### src/rtl/traffic_ctrl_param.sv
// Two-street traffic light controller with a latched pedestrian phase,
// all-red clearance after each street and a night flashing-yellow mode.
module traffic_ctrl_param #(
    parameter int CW          = 4,
    parameter int T_GREEN1    = 4,
    parameter int T_GREEN2    = 4,
    parameter int T_YELLOW    = 2,
    parameter int T_CLEAR     = 1,
    parameter int T_PED       = 5,
    parameter int T_PED_FLASH = 2,
    parameter int FLASH_HALF  = 2
) (
    input  logic       clk,
    input  logic       reset,
    input  logic       pedestre,
    input  logic       noturno,
    output logic       rua_1_vermelho,
    output logic       rua_1_amarelo,
    output logic       rua_1_verde,
    output logic       rua_2_vermelho,
    output logic       rua_2_amarelo,
    output logic       rua_2_verde,
    output logic       pedestre_vermelho,
    output logic       pedestre_verde,
    output logic       ped_pending,
    output logic [3:0] estado
);

    typedef enum logic [3:0] {
        ALL_RED   = 4'd0,
        S1_GREEN  = 4'd1,
        S1_YELLOW = 4'd2,
        CLEAR_1   = 4'd3,
        S2_GREEN  = 4'd4,
        S2_YELLOW = 4'd5,
        CLEAR_2   = 4'd6,
        PED_GREEN = 4'd7,
        PED_FLASH = 4'd8,
        FLASH     = 4'd9
    } state_t;

    // Reload values are duration-1 so a state holding value T lasts T cycles.
    localparam logic [CW-1:0] LD_G1    = CW'(T_GREEN1 - 1);
    localparam logic [CW-1:0] LD_G2    = CW'(T_GREEN2 - 1);
    localparam logic [CW-1:0] LD_Y     = CW'(T_YELLOW - 1);
    localparam logic [CW-1:0] LD_CLEAR = CW'(T_CLEAR - 1);
    localparam logic [CW-1:0] LD_PED   = CW'(T_PED - 1);
    localparam logic [CW-1:0] LD_PEDF  = CW'(T_PED_FLASH - 1);
    localparam logic [CW-1:0] LD_HALF  = CW'(FLASH_HALF - 1);
    localparam logic [CW-1:0] ONE      = CW'(1);

    state_t        state;
    state_t        succ_state;
    logic [CW-1:0] cnt;
    logic [CW-1:0] fcnt;
    logic          phase;

    function automatic logic [CW-1:0] load_of(input state_t s);
        case (s)
            S1_GREEN:             return LD_G1;
            S2_GREEN:             return LD_G2;
            S1_YELLOW, S2_YELLOW: return LD_Y;
            PED_GREEN:            return LD_PED;
            PED_FLASH:            return LD_PEDF;
            default:              return LD_CLEAR;
        endcase
    endfunction

    always_comb begin
        succ_state = ALL_RED;
        case (state)
            ALL_RED:   succ_state = S1_GREEN;
            S1_GREEN:  succ_state = S1_YELLOW;
            S1_YELLOW: succ_state = CLEAR_1;
            CLEAR_1:   succ_state = S2_GREEN;
            S2_GREEN:  succ_state = S2_YELLOW;
            S2_YELLOW: succ_state = CLEAR_2;
            CLEAR_2:   succ_state = ped_pending ? PED_GREEN : S1_GREEN;
            PED_GREEN: succ_state = PED_FLASH;
            PED_FLASH: succ_state = S1_GREEN;
            default:   succ_state = ALL_RED;
        endcase
    end

    always_ff @(posedge clk) begin
        if (reset) begin
            state       <= ALL_RED;
            cnt         <= LD_CLEAR;
            fcnt        <= '0;
            ped_pending <= 1'b0;
            phase       <= 1'b0;
        end else begin
            if (pedestre && !(state inside {PED_GREEN, PED_FLASH, FLASH}))
                ped_pending <= 1'b1;
            case (state)
                FLASH: begin
                    if (fcnt != '0) begin
                        fcnt <= fcnt - ONE;
                    end else if (!noturno) begin
                        state <= ALL_RED;
                        cnt   <= LD_CLEAR;
                        phase <= 1'b0;
                    end else begin
                        fcnt  <= LD_HALF;
                        phase <= ~phase;
                    end
                end
                ALL_RED, S1_GREEN, S1_YELLOW, CLEAR_1, S2_GREEN,
                S2_YELLOW, CLEAR_2, PED_GREEN, PED_FLASH: begin
                    if (cnt != '0) begin
                        cnt <= cnt - ONE;
                        if (state == PED_FLASH)
                            phase <= ~phase;
                    end else if (noturno) begin
                        state       <= FLASH;
                        fcnt        <= LD_HALF;
                        phase       <= 1'b1;
                        ped_pending <= 1'b0;
                    end else begin
                        state <= succ_state;
                        cnt   <= load_of(succ_state);
                        phase <= 1'b0;
                        // Clearing on PED_GREEN entry overrides a same-edge request.
                        if (succ_state == PED_GREEN)
                            ped_pending <= 1'b0;
                    end
                end
                default: begin
                    state <= ALL_RED;
                    cnt   <= LD_CLEAR;
                    phase <= 1'b0;
                end
            endcase
        end
    end

    always_comb begin
        rua_1_vermelho    = 1'b1;
        rua_1_amarelo     = 1'b0;
        rua_1_verde       = 1'b0;
        rua_2_vermelho    = 1'b1;
        rua_2_amarelo     = 1'b0;
        rua_2_verde       = 1'b0;
        pedestre_vermelho = 1'b1;
        pedestre_verde    = 1'b0;
        case (state)
            S1_GREEN: begin
                rua_1_verde    = 1'b1;
                rua_1_vermelho = 1'b0;
            end
            S1_YELLOW: begin
                rua_1_amarelo  = 1'b1;
                rua_1_vermelho = 1'b0;
            end
            S2_GREEN: begin
                rua_2_verde    = 1'b1;
                rua_2_vermelho = 1'b0;
            end
            S2_YELLOW: begin
                rua_2_amarelo  = 1'b1;
                rua_2_vermelho = 1'b0;
            end
            PED_GREEN: begin
                pedestre_verde    = 1'b1;
                pedestre_vermelho = 1'b0;
            end
            PED_FLASH: begin
                pedestre_verde    = phase;
                pedestre_vermelho = 1'b0;
            end
            FLASH: begin
                rua_1_vermelho = 1'b0;
                rua_2_vermelho = 1'b0;
                rua_1_amarelo  = phase;
                rua_2_amarelo  = phase;
            end
            default: ;
        endcase
    end

    assign estado = state;

endmodule

### config.mk
export PLATFORM = sky130hd
export DESIGN_NAME = traffic_ctrl_param
export DESIGN_NICKNAME = d
export VERILOG_FILES = /design/src/rtl/traffic_ctrl_param.sv
export SDC_FILE = /design/constraint.sdc
export NUM_CORES = 1
export LEC_CHECK = 0
export BUFFER_PORTS_ARGS = -buffer_cell sky130_fd_sc_hd__buf_2
export CAP_MARGIN = 20
export CORE_ASPECT_RATIO = 1.75
export CORE_MARGIN = 5
export CORE_UTILIZATION = 25
export DETAILED_ROUTE_END_ITERATION = 7
export PLACE_DENSITY = 0.48
export SLEW_MARGIN = 10
export SYNTH_ARGS = -nofsm -noshare
export SYNTH_HDL_FRONTEND = slang
export SYNTH_SLANG_ARGS = --single-unit
### constraint.sdc
create_clock -name clk -period 3.4 [get_ports clk]
set_clock_uncertainty 0.1 [all_clocks]
set_input_delay 0.68 -clock clk [delete_from_list [all_inputs] [get_ports clk]]
set_output_delay 0.68 -clock clk [all_outputs]
set_load 0.005 [all_outputs]
======== Yosys cells after proc, flatten, opt, wreduce, memory -nomap -nowiden ========
Index checks and enable logic that the tools add are counted.
operators by class
  reductions and logical operators ........ 18
  bitwise gates (word level) .............. 1
  eq/ne operators ......................... 20
  mux-type cells .......................... 34
  add/sub/neg operators ................... 2
operators by type and width
  kind                                                                   number
  4-bit two-way mux                                                      9
  4-bit case mux with 8 select lines                                     1
  4-bit by 3-bit equality test with 1-bit output, second input constant  7
  4-bit case mux with 2 select lines                                     3
  1-bit two-way mux                                                      15
  4-bit by 2-bit equality test with 1-bit output, second input constant  3
  4-bit equality test, second input constant                             3
  3-bit case mux with 3 select lines                                     1
  3-bit OR reduction                                                     3
  9-bit OR reduction                                                     1
  4-bit by 1-bit equality test with 1-bit output, second input constant  2
  1-bit case mux with 2 select lines                                     4
  4-bit nonzero test                                                     2
  4-bit by 1-bit subtractor with 4-bit output, second input constant     2
  2-bit != test, second input constant                                   3
  3-bit != test, second input constant                                   2
  3-bit AND reduction                                                    2
  2-bit OR reduction                                                     3
  4-bit zero test                                                        1
  2-bit AND reduction                                                    2
  3-bit two-way mux                                                      1
  3-bit nonzero test                                                     1
  2-bit nonzero test                                                     1
  1-bit logical AND                                                      1
  other kinds (2)                                                        2
storage, ports and cells
  flip-flop bits (word level) ............. 14
  input bits .............................. 4
  word-level logic and storage cells ...... 80

======== Logic depth before layout (Yosys ltp) ========
  depth in word-level cells ............... 9
  depth in mapped cells ................... 7

======== Worst setup path before layout ========
OpenSTA, ideal clock, no wires.
  path type ............................... register to output
  from .................................... reg state[0] (netlist: estado[0])
  to ...................................... out pedestre_verde
  stages on the path, launching flop included .. 5
  required time ........................... 2.620 ns
  path slack .............................. 1.527 ns
  arrival time ............................ 1.093 ns
  path through ............................ dfxtp_1 -> buf_2 -> clkbuf_1 -> nor2_1 -> a31o_2
on the way
  cells in the longest elaborated chain, start to end .. 2
RTL lines
  element                                                                                       RTL line  text
  from (decl)                                                                                   52        state_t state;
  from (signal assigned)                                                                        120       state <= succ_state;
  4-bit equality test / 4-bit by 3-bit equality test with 1-bit output (equally long branches)  146       case (state)
  1-bit case mux with 2 select lines (*)                                                        146
  to (decl)                                                                                     24        output logic pedestre_verde,
Every way passes the cells marked *; elsewhere a longest branch is shown, timed or not.

======== Final worst setup path ========
  from .................................... reg state[1] (netlist: estado[1])
  to ...................................... out rua_1_amarelo
on the way
  cells in the longest elaborated chain, start to end .. 2
RTL lines
  element                                                                                       RTL line  text
  4-bit equality test / 4-bit by 2-bit equality test with 1-bit output (equally long branches)  146
  1-bit case mux with 2 select lines (*)                                                        146
  to (decl)                                                                                     18        output logic rua_1_amarelo,
Marks and branches as above.

==> metrics.log <==
INFO  metric cell_repeated_most_along_the_worst_path = sky130_fd_sc_hd__nor2b_1
INFO  metric number_of_top_level_design_ports = 17
INFO  metric hold_path_depth = 2
INFO  metric fp.coreArea = 3900 sq um
INFO  metric synth.cell_area = 1010 sq um
INFO  metric grt_pass1_wl = 4550 microns
INFO  metric maximum_cell_stage_delay_along_the_critical_path = 0.68 ns
INFO  metric fp.dieArea = 5480 sq um
INFO  metric unrepaired_setup_endpoints_after_global_routing = false
INFO  metric critical_path_peak_fanout = 19
INFO  metric detail_route.wl_per_cell = 13.8 microns
INFO  metric endpoint_type_of_the_worst_setup_path = primary output
INFO  metric number_of_enable_type_register_cells_in_the_synthesized_netlist = 0
INFO  metric drc = 0
INFO  metric cts_made_buffers = 3
INFO  metric cts_setup_buffers = 0
INFO  metric tightest_slew = 0.636 ns
INFO  metric worstPathCellList = nor2b_1 -> nor2b_1 -> a31oi_1 -> nor2_1 -> buf_2
INFO  metric slew_viol_final = 0
INFO  metric run_status = complete, no violations
INFO  metric startpoint = estado[1]
INFO  metric number_of_antenna_violations_at_the_first_check_in_global_routing = 0
INFO  metric synth_fp_nets = 139
INFO  metric min_to = cnt[1]
INFO  metric fp.dieW = 58.1 microns
INFO  metric total_power = 0.000962 W
INFO  metric maxSlewHeadroom = 57.5%
INFO  metric setup_viol = 0
INFO  metric syn-mean-instance-area = 7.68 sq um
INFO  metric clock_tree.htree_level_count = 1
INFO  metric half_perimeter_wire_length_after_detailed_placement = 1990 microns
INFO  metric synthDominantAreaCellType = sky130_fd_sc_hd__dfxtp_1
INFO  metric cts.root.buffer_cell = sky130_fd_sc_hd__clkbuf_8
INFO  metric synth.lib_cells_used.distinct = 42
INFO  metric layout-drive-gt1-share = 19.0%
INFO  metric power.density = 838 nW/um^2
INFO  metric yosys.area.top_type_share = 27.7%
INFO  metric num_vias = 977
INFO  metric most-common-layout-cells = 17 x sky130_fd_sc_hd__a21oi_1, 16 x sky130_fd_sc_hd__buf_2, 15 x sky130_fd_sc_hd__nor2_1
INFO  metric layout.nets = 151
INFO  metric final_util = 29.4%
INFO  metric timing.critical_path.arrival = 1.73 ns
INFO  metric diodes = 0
INFO  metric hold_path.startpoint = cnt[1]
INFO  metric cp-start-kind = register
INFO  metric yosys-mux-area-fraction = 1.98%
INFO  metric critPathRequiredTime = 2.62 ns
INFO  metric worst_r2r_path_depth = 5
INFO  metric syn2layout_area_growth = 13.3%
INFO  metric worst_r2r_setup_slack = 1.24 ns
INFO  metric gp_congestion = 0.742
INFO  metric synth.top_cells.by_area = sky130_fd_sc_hd__dfxtp_1 28%, sky130_fd_sc_hd__a21oi_1 8.4%, sky130_fd_sc_hd__nor2_1 5.6%
INFO  metric yosysWarningCount = 0
INFO  metric largest_family_of_logic_cells_by_synthesized_area = compound AO/OA/AOI/OAI gates
INFO  metric synth-xor-area-share = 0.864%
INFO  metric synth.yosys.seq_area_share = 27.7%
INFO  metric vdd_ir_drop_max = 294 uV
INFO  metric clk_latency = 0.24 ns
INFO  metric max_cap_violations = 0
INFO  metric async_reset_ff_share = 0%
INFO  metric timing.setup.critical_path_class = reg2out
INFO  metric clock_path_buffers = 2
INFO  metric post_cts_hold_buffer_count = 0
INFO  metric post_cts_resize_count = 0
INFO  metric dominantRegCellSynth = sky130_fd_sc_hd__dfxtp_1
INFO  metric achievable-frequency = 0.399 GHz
INFO  metric die_y_extent = 94.2 microns
INFO  metric synth_simple_gate_area_share = 28.0%
INFO  metric buffer_and_inverter_count_on_the_worst_path = 1
INFO  metric grt_remaining_overflow = 0
INFO  metric row_count = 30
INFO  metric pin_count_of_the_biggest_net_entering_global_routing = 21
INFO  metric initial_standard_cell_utilization_of_the_core = 26.0%
INFO  metric first_global_vias = 996
INFO  metric dr_vias_cell = 5.14
INFO  metric netlist_instances = 132
INFO  metric timing.final.crit_period = 2.51 ns
INFO  metric clock_sinks = 14
INFO  metric dr.pass1.iters = 4
INFO  metric port_buffers = 16
INFO  metric most_frequent_standard_cell_in_the_layout_excluding_fill_and_tap_cells = sky130_fd_sc_hd__a21oi_1
INFO  metric synth-adder-area-share = 3.70%
INFO  metric final-hold-violation-count = 0
INFO  metric grt_usage = 10.5%
INFO  metric critical_r2r_capture = estado[0]
INFO  metric worst_reg2reg_path_startpoint = estado[2]
INFO  metric layout_worst_path_cycle_share = 73.7%
INFO  metric drt.antenna.violating_nets = 0
INFO  metric total_leakage_power = 0.433 nW
INFO  metric cts_tree = yes
INFO  metric path_clk_slew = 0.06 ns
INFO  metric holdCritPathClass = reg2reg
INFO  metric cp_top_family = flip-flops
INFO  metric synth_compound_area_share = 31.0%
INFO  metric critical-path-slowest-cell = sky130_fd_sc_hd__dfxtp_1
INFO  metric total_wire_length_after_detailed_routing = 2620 microns
INFO  metric detailedRoute.firstIterationViolations = 17
INFO  metric ys_ff_latch = 14
INFO  metric totalNegativeSetupSlack = 0 ns
## tightest hold or removal path: cells and delay by family (launching register included)
| kind | cells | cell delay, ns |
|---|---|---|
| flops | 1 | 0.33 |
| simple gates | 1 | 0.06 |
| compound gates | 1 | 0.05 |
## report_power, final
group	internal, W	switching (W)	total (W)
registers	0.000213	0.0000976	0.000310
logic	0.000241	0.000276	0.000517
clock network	0.0000783	0.0000568	0.000135
## metrics by stage
stage	cell area [sq um]	worst slack [ns]	hold WS, ns	instances
after floorplan	1010	1.53	0.345	132
after global placement	1110	1.24	0.373	187
after detailed placement	1110	1.16	0.380	187
after CTS	1150	0.898	0.390	190
after global routing	1150	0.701	0.419	190
final	1150	0.893	0.387	190
## synthesized netlist by cell type, types with 2 or more instances
cell type,instances
sky130_fd_sc_hd__inv_1,6
sky130_fd_sc_hd__a21o_1,2
sky130_fd_sc_hd__a22oi_1,2
sky130_fd_sc_hd__nand2b_1,5
sky130_fd_sc_hd__clkbuf_1,6
sky130_fd_sc_hd__o21ai_0,5
sky130_fd_sc_hd__nor2_1,15
sky130_fd_sc_hd__nand2_1,8
sky130_fd_sc_hd__ha_1,3
sky130_fd_sc_hd__a21oi_1,17
sky130_fd_sc_hd__nor3_1,8
sky130_fd_sc_hd__nor2b_1,5
sky130_fd_sc_hd__mux2i_1,2
sky130_fd_sc_hd__nand3b_1,2
sky130_fd_sc_hd__a211oi_1,4
sky130_fd_sc_hd__dfxtp_1,14
sky130_fd_sc_hd__a31oi_1,3
## layout make-up
cell class / count / area, sq um
fill: 443 / 2760
multi-input combinational: 103 / 664
sequential: 14 / 280
timing repair buffer: 16 / 80.1
tap: 48 / 60.1
clock buffer: 3 / 41.3
inverter: 6 / 22.5
## layer usage
layer / share of wire (%) / global-route usage, %
met1: 44 / 11.9
met2: 51 / 18.9
met3: 3.2 / 1.79
met4: 1.4 / 4.06
met5: 0 / 0
## cell families after synthesis
logic type	after synthesis
simple gates	51
compound gates	46
buf+inv	15
flops	14
fa+ha+maj	3
mux	2
xor+xnor	1
## worst max-delay path by stage
stage / to / depth (start not counted)
floorplan: pedestre_verde / 4
global placement: rua_1_amarelo / 5
detailed placement: rua_1_amarelo / 5
CTS: rua_1_amarelo / 5
global route: rua_1_amarelo / 5
finish: rua_1_amarelo / 5
## flip-flops by register name, summed over array words and instances (netlist names)
name,flops
estado,4
cnt,4
ped_pending,1
fcnt,4
phase,1
Power figures use the tool's default switching activity.
